[src/rtl/cordic_sqrt_scalar.sv]
// Iterative unsigned square root: 32-bit radicand to 16-bit root, one root bit per clock, 16 cycles.
// Optional macro CORDIC_SQRT_ROUND_EN switches the final result from floor to round-to-nearest.
module cordic_sqrt_scalar (
    input  logic        clk,
    input  logic        reset_n,
    input  logic        start,
    input  logic [31:0] value_in,
    output logic [15:0] sqrt_out,
    output logic        valid
);

    typedef enum logic {
        IDLE = 1'b0,
        CALC = 1'b1
    } state_t;

    state_t      state;
    logic [31:0] operand;
    logic [17:0] rem;
    logic [15:0] root;
    logic [3:0]  iter;

    logic [17:0] rem_shift;
    logic [17:0] trial;
    logic        take;
    logic [17:0] rem_next;
    logic [15:0] root_next;
    logic [15:0] result;

    // Start handshake: start is a single-cycle request, accepted only on an
    // edge where the block is IDLE; requests seen during CALC are dropped.
    // valid is a one-cycle completion pulse with no back-pressure.

    always_comb begin
        rem_shift = {rem[15:0], operand[31:30]};
        trial     = {root, 2'b01};
        // Bits shifted out of the remainder would mean it certainly exceeds the trial.
        take      = (rem[17:16] != 2'b00) || (rem_shift >= trial);
        rem_next  = take ? (rem_shift - trial) : rem_shift;
        root_next = {root[14:0], take};
`ifdef CORDIC_SQRT_ROUND_EN
        if ((rem_next > {2'b00, root_next}) && (root_next != 16'hFFFF))
            result = root_next + 16'd1;
        else
            result = root_next;
`else
        result = root_next;
`endif
    end

    always_ff @(posedge clk or negedge reset_n) begin
        if (!reset_n) begin
            state    <= IDLE;
            operand  <= 32'd0;
            rem      <= 18'd0;
            root     <= 16'd0;
            iter     <= 4'd0;
            sqrt_out <= 16'd0;
            valid    <= 1'b0;
        end else begin
            valid <= 1'b0;
            case (state)
                IDLE: begin
                    if (start) begin
                        operand <= value_in;
                        rem     <= 18'd0;
                        root    <= 16'd0;
                        iter    <= 4'd15;
                        state   <= CALC;
                    end
                end
                CALC: begin
                    operand <= {operand[29:0], 2'b00};
                    rem     <= rem_next;
                    root    <= root_next;
                    iter    <= iter - 4'd1;
                    if (iter == 4'd0) begin
                        sqrt_out <= result;
                        valid    <= 1'b1;
                        state    <= IDLE;
                    end
                end
                default: state <= IDLE;
            endcase
        end
    end

endmodule

[config.mk]
export PLATFORM = sky130hd
export DESIGN_NAME = cordic_sqrt_scalar
export DESIGN_NICKNAME = d
export VERILOG_FILES = /design/src/rtl/cordic_sqrt_scalar.sv
export SDC_FILE = /design/constraint.sdc
export NUM_CORES = 1
export LEC_CHECK = 0
export CELL_PAD_IN_SITES_DETAIL_PLACEMENT = 1
export CELL_PAD_IN_SITES_GLOBAL_PLACEMENT = 1
export CORE_MARGIN = 1
export CORE_UTILIZATION = 40
export CTS_CLUSTER_DIAMETER = 80
export DETAILED_ROUTE_END_ITERATION = 6
export GPL_TIMING_DRIVEN = 0
export PLACE_DENSITY_LB_ADDON = 0.1
export SLEW_MARGIN = 20
export SYNTH_ARGS = -nofsm -noshare
export SYNTH_HDL_FRONTEND = slang
export SYNTH_SLANG_ARGS = --single-unit
[constraint.sdc]
create_clock -name clk -period 2.57 [get_ports clk]
set_input_delay 0.514 -clock clk [delete_from_list [all_inputs] [get_ports clk]]
set_output_delay 0.514 -clock clk [all_outputs]
set_load 0.01 [all_outputs]
==> results.cfg <==
[run_status]
outcome = finished clean

[clock_network]
cts_root_buffer = clkbuf_16
cts_buffers = 9
clkTransAtPathRegs_ns = 0.06
h-tree-depth = 3
cts_tree = built
max-clock-path-buffers = 2
clkLatencyLatePin_ns = 0.35
cts_sinks = 88

[synthesis]
synth-seq-cells = 88
synthFlopType = dfrtp_1
ys_top_cells_by_count = 88 x dfrtp_1, 73 x nand2_1, 43 x o21ai_0
yosys-top-cells-area = dfrtp_1 47%, mux2i_1 8.1%, nand2_1 5.8%, ha_1 5.3%, o21ai_0 4.6%
seq_area_frac_synth_pct = 46.7
yosysTopAreaCellShare_pct = 46.7
synth_edf_count = 0
postSynthAreaPerCell_um2 = 9.95
synth_fp_nets = 529
yosys_warnings = 0
synth-async-reset-ratio_pct = 100
synth_largest_area_cell = dfrtp_1
synth_area_um2 = 4720
yosysUniqueCellTypes = 50
synthCells = 474
yosysMostFrequentCell = dfrtp_1

[final_layout]
fin_area_um2 = 6130
fin_nets = 613
syn_to_final_growth_pct = 29.9
nFillCells = 1268
antenna_cells = 0
postLayoutCoreUtil_pct = 53.4
drive_gt1_share_pct = 17.1

[setup_path]
r2r_slack_ns = 0.06
critPathKind = reg -> reg
start_kind = flip-flop
critPathMaxFanout = 5
cp.arrival_ns = 2.72
required_ns = 2.78
end_kind = flip-flop

[pwr]
p_total_mw = 9.74
leakagePower_nw = 2.71
vdd_drop_max_mv = 0.693
p_per_area_nw_per_um2 = 1590

[global_route]
grt_pass1_vias = 4131
grt-ovfl-total = 0
grt_use_total_pct = 22.8
grt_max_degree = 66
antenna_found_initial = 0
grt_pass1_wl_mm = 21.9

[drt]
drcViolationCount = 0
drt-wirelength-per-cell_um = 19.0
vias = 3945
ant_nets = 0
drt-total-wl_mm = 13.4
first_pass_iters = 4
drt-vias-per-instance = 5.60
drtIter0Drc = 160

[placed_design]
placed_area_um2 = 5440
dpl.hpwl_mm = 9.22
io_buffers = 50
routabilityCongestion = 0.825

[die]
io_pins = 52
fp-row-count = 39
die_h_um = 111
die_x_um = 111
dieArea_um2 = 12200
core_region_area_um2 = 11500
initial_core_util_pct = 41.1

[sta]
relSlewSlack_pct = 43.7
min_period_ns = 2.51
fin_hold_ws_ns = 0.0239
tightest_slew_ns = 0.841
finalCritPeriodShare_pct = 97.7
hold_viol = 0
rsz0062_at_grt = yes
max_freq_mhz = 398
finalClockSkew_ns = 0.00757
drv_slew = 0
setup_viol = 0

[flow_run]
max-cap-violations = 0

[min_path]
hp-class = in -> async
-- final timing paths --
| path | startpoint | end | depth (start not counted) |
|---|---|---|---|
| min | reset_n | rem[17]$_DFFE_PN0P_ | 1 |
| max reg2reg | rem[8]$_DFFE_PN0P_ | rem[8]$_DFFE_PN0P_ | 9 |
| min in group clk | operand[29]$_DFFE_PN0P_ | operand[31]$_DFFE_PN0P_ | 2 |
| max in group asynchronous | reset_n | rem[6]$_DFFE_PN0P_ | 2 |
| min reg2reg | operand[29]$_DFFE_PN0P_ | operand[31]$_DFFE_PN0P_ | 2 |
| max | rem[8]$_DFFE_PN0P_ | rem[8]$_DFFE_PN0P_ | 9 |
-- metal layers --
layer  up-vias  GRT usage, %  part of all wire [%]
li1       1862             -                     -
met1      1975          31.2                    46
met2        91          36.3                    48
met3        17          3.13                   3.9
met4         0          9.87                   1.9
met5         -             0                     0
-- where the power goes --
| group | switching [mW] | total (mW) | internal [mW] |
|---|---|---|---|
| Sequential | 0.467 | 2.51 | 2.05 |
| Combinational | 3.02 | 5.86 | 2.85 |
| Clock | 0.560 | 1.36 | 0.803 |
| Total | 4.05 | 9.74 | 5.70 |
-- cell type report --
class | instances | area, µm² | share of cell area, %
inverter | 24 | 90.1 | 1.47
clock inverter | 4 | 53.8 | 0.878
buffer | 23 | 103 | 1.67
multi-input combinational | 336 | 2510 | 40.9
timing repair buffer | 76 | 738 | 12.0
sequential | 88 | 2200 | 35.9
tap | 143 | 179 | 2.92
clock buffer | 11 | 253 | 4.12
-- cell families after synthesis --
| family | count (synthesis) | share of synthesized area (%) |
|---|---|---|
| flip-flops | 88 | 46.7 |
| adder cells (fa/ha/maj) | 20 | 5.31 |
| buffers and inverters | 50 | 4.32 |
| XOR/XNOR | 15 | 2.79 |
| multiplexers | 54 | 11.9 |
| AND/OR/NAND/NOR | 120 | 11.5 |
| AO/OA/AOI/OAI | 127 | 17.5 |
-- cell usage in the layout (no fill, tap or decap), types with 3 or more instances in the layout --
master,synthesis,final
o2111ai_1,3,3
xnor2_1,10,10
nand2_1,73,72
nor3b_1,6,6
a21oi_1,18,16
xor2_1,5,5
a21o_1,5,5
clkbuf_1,24,21
a31oi_1,6,6
clkdlybuf4s50_1,0,49
o211ai_1,6,6
nand2b_1,4,4
nor3_1,11,9
ha_1,20,9
o22ai_1,8,7
dfrtp_1,88,88
inv_2,0,6
mux2_2,16,16
mux2i_1,38,37
buf_4,0,23
ha_4,0,9
o21a_1,3,3
o21ai_0,43,41
nor2_1,12,12
o31ai_1,17,17
clkbuf_16,0,10
inv_1,24,18
-- worst max-delay path, cell delays in order (launching register included) --
cell and delay [ns]:
dfrtp_1 0.42, ha_4 0.32, nand4_4 0.09, or2_4 0.24
or4_4 0.51, o211ai_4 0.12, o31a_4 0.23, buf_12 0.13
mux2i_1 0.20, o22ai_1 0.10
-- metrics by stage --
step | TNS [ns] | setup WS [ns] | cells
global placement | -222.70 | -2.46 | 667
global route | -0.0750 | -0.0526 | 705
detailed placement | -2.62 | -0.227 | 669
finish | 0 | 0.0580 | 705
CTS | -0.00108 | -0.00108 | 688
floorplan | 0 | 0.160 | 474
-- timing repair --
| action | 4_1_cts | 5_1_grt |
|---|---|---|
| setup buffers | 6 | 17 |
| setup endpoints to repair | 19 | 19 |
| gates resized for setup | 22 | 21 |
| cloned | 0 | 1 |
| pin swaps | 6 | 15 |
| hold buffers | 0 | 0 |
-- state kept, by name, summed over array words and instances, names as in the netlist --
register and flops:
operand 32, rem 18, iter 4, sqrt_out 16
root 16, state 1, valid 1
Power figures use the tool's default switching activity.
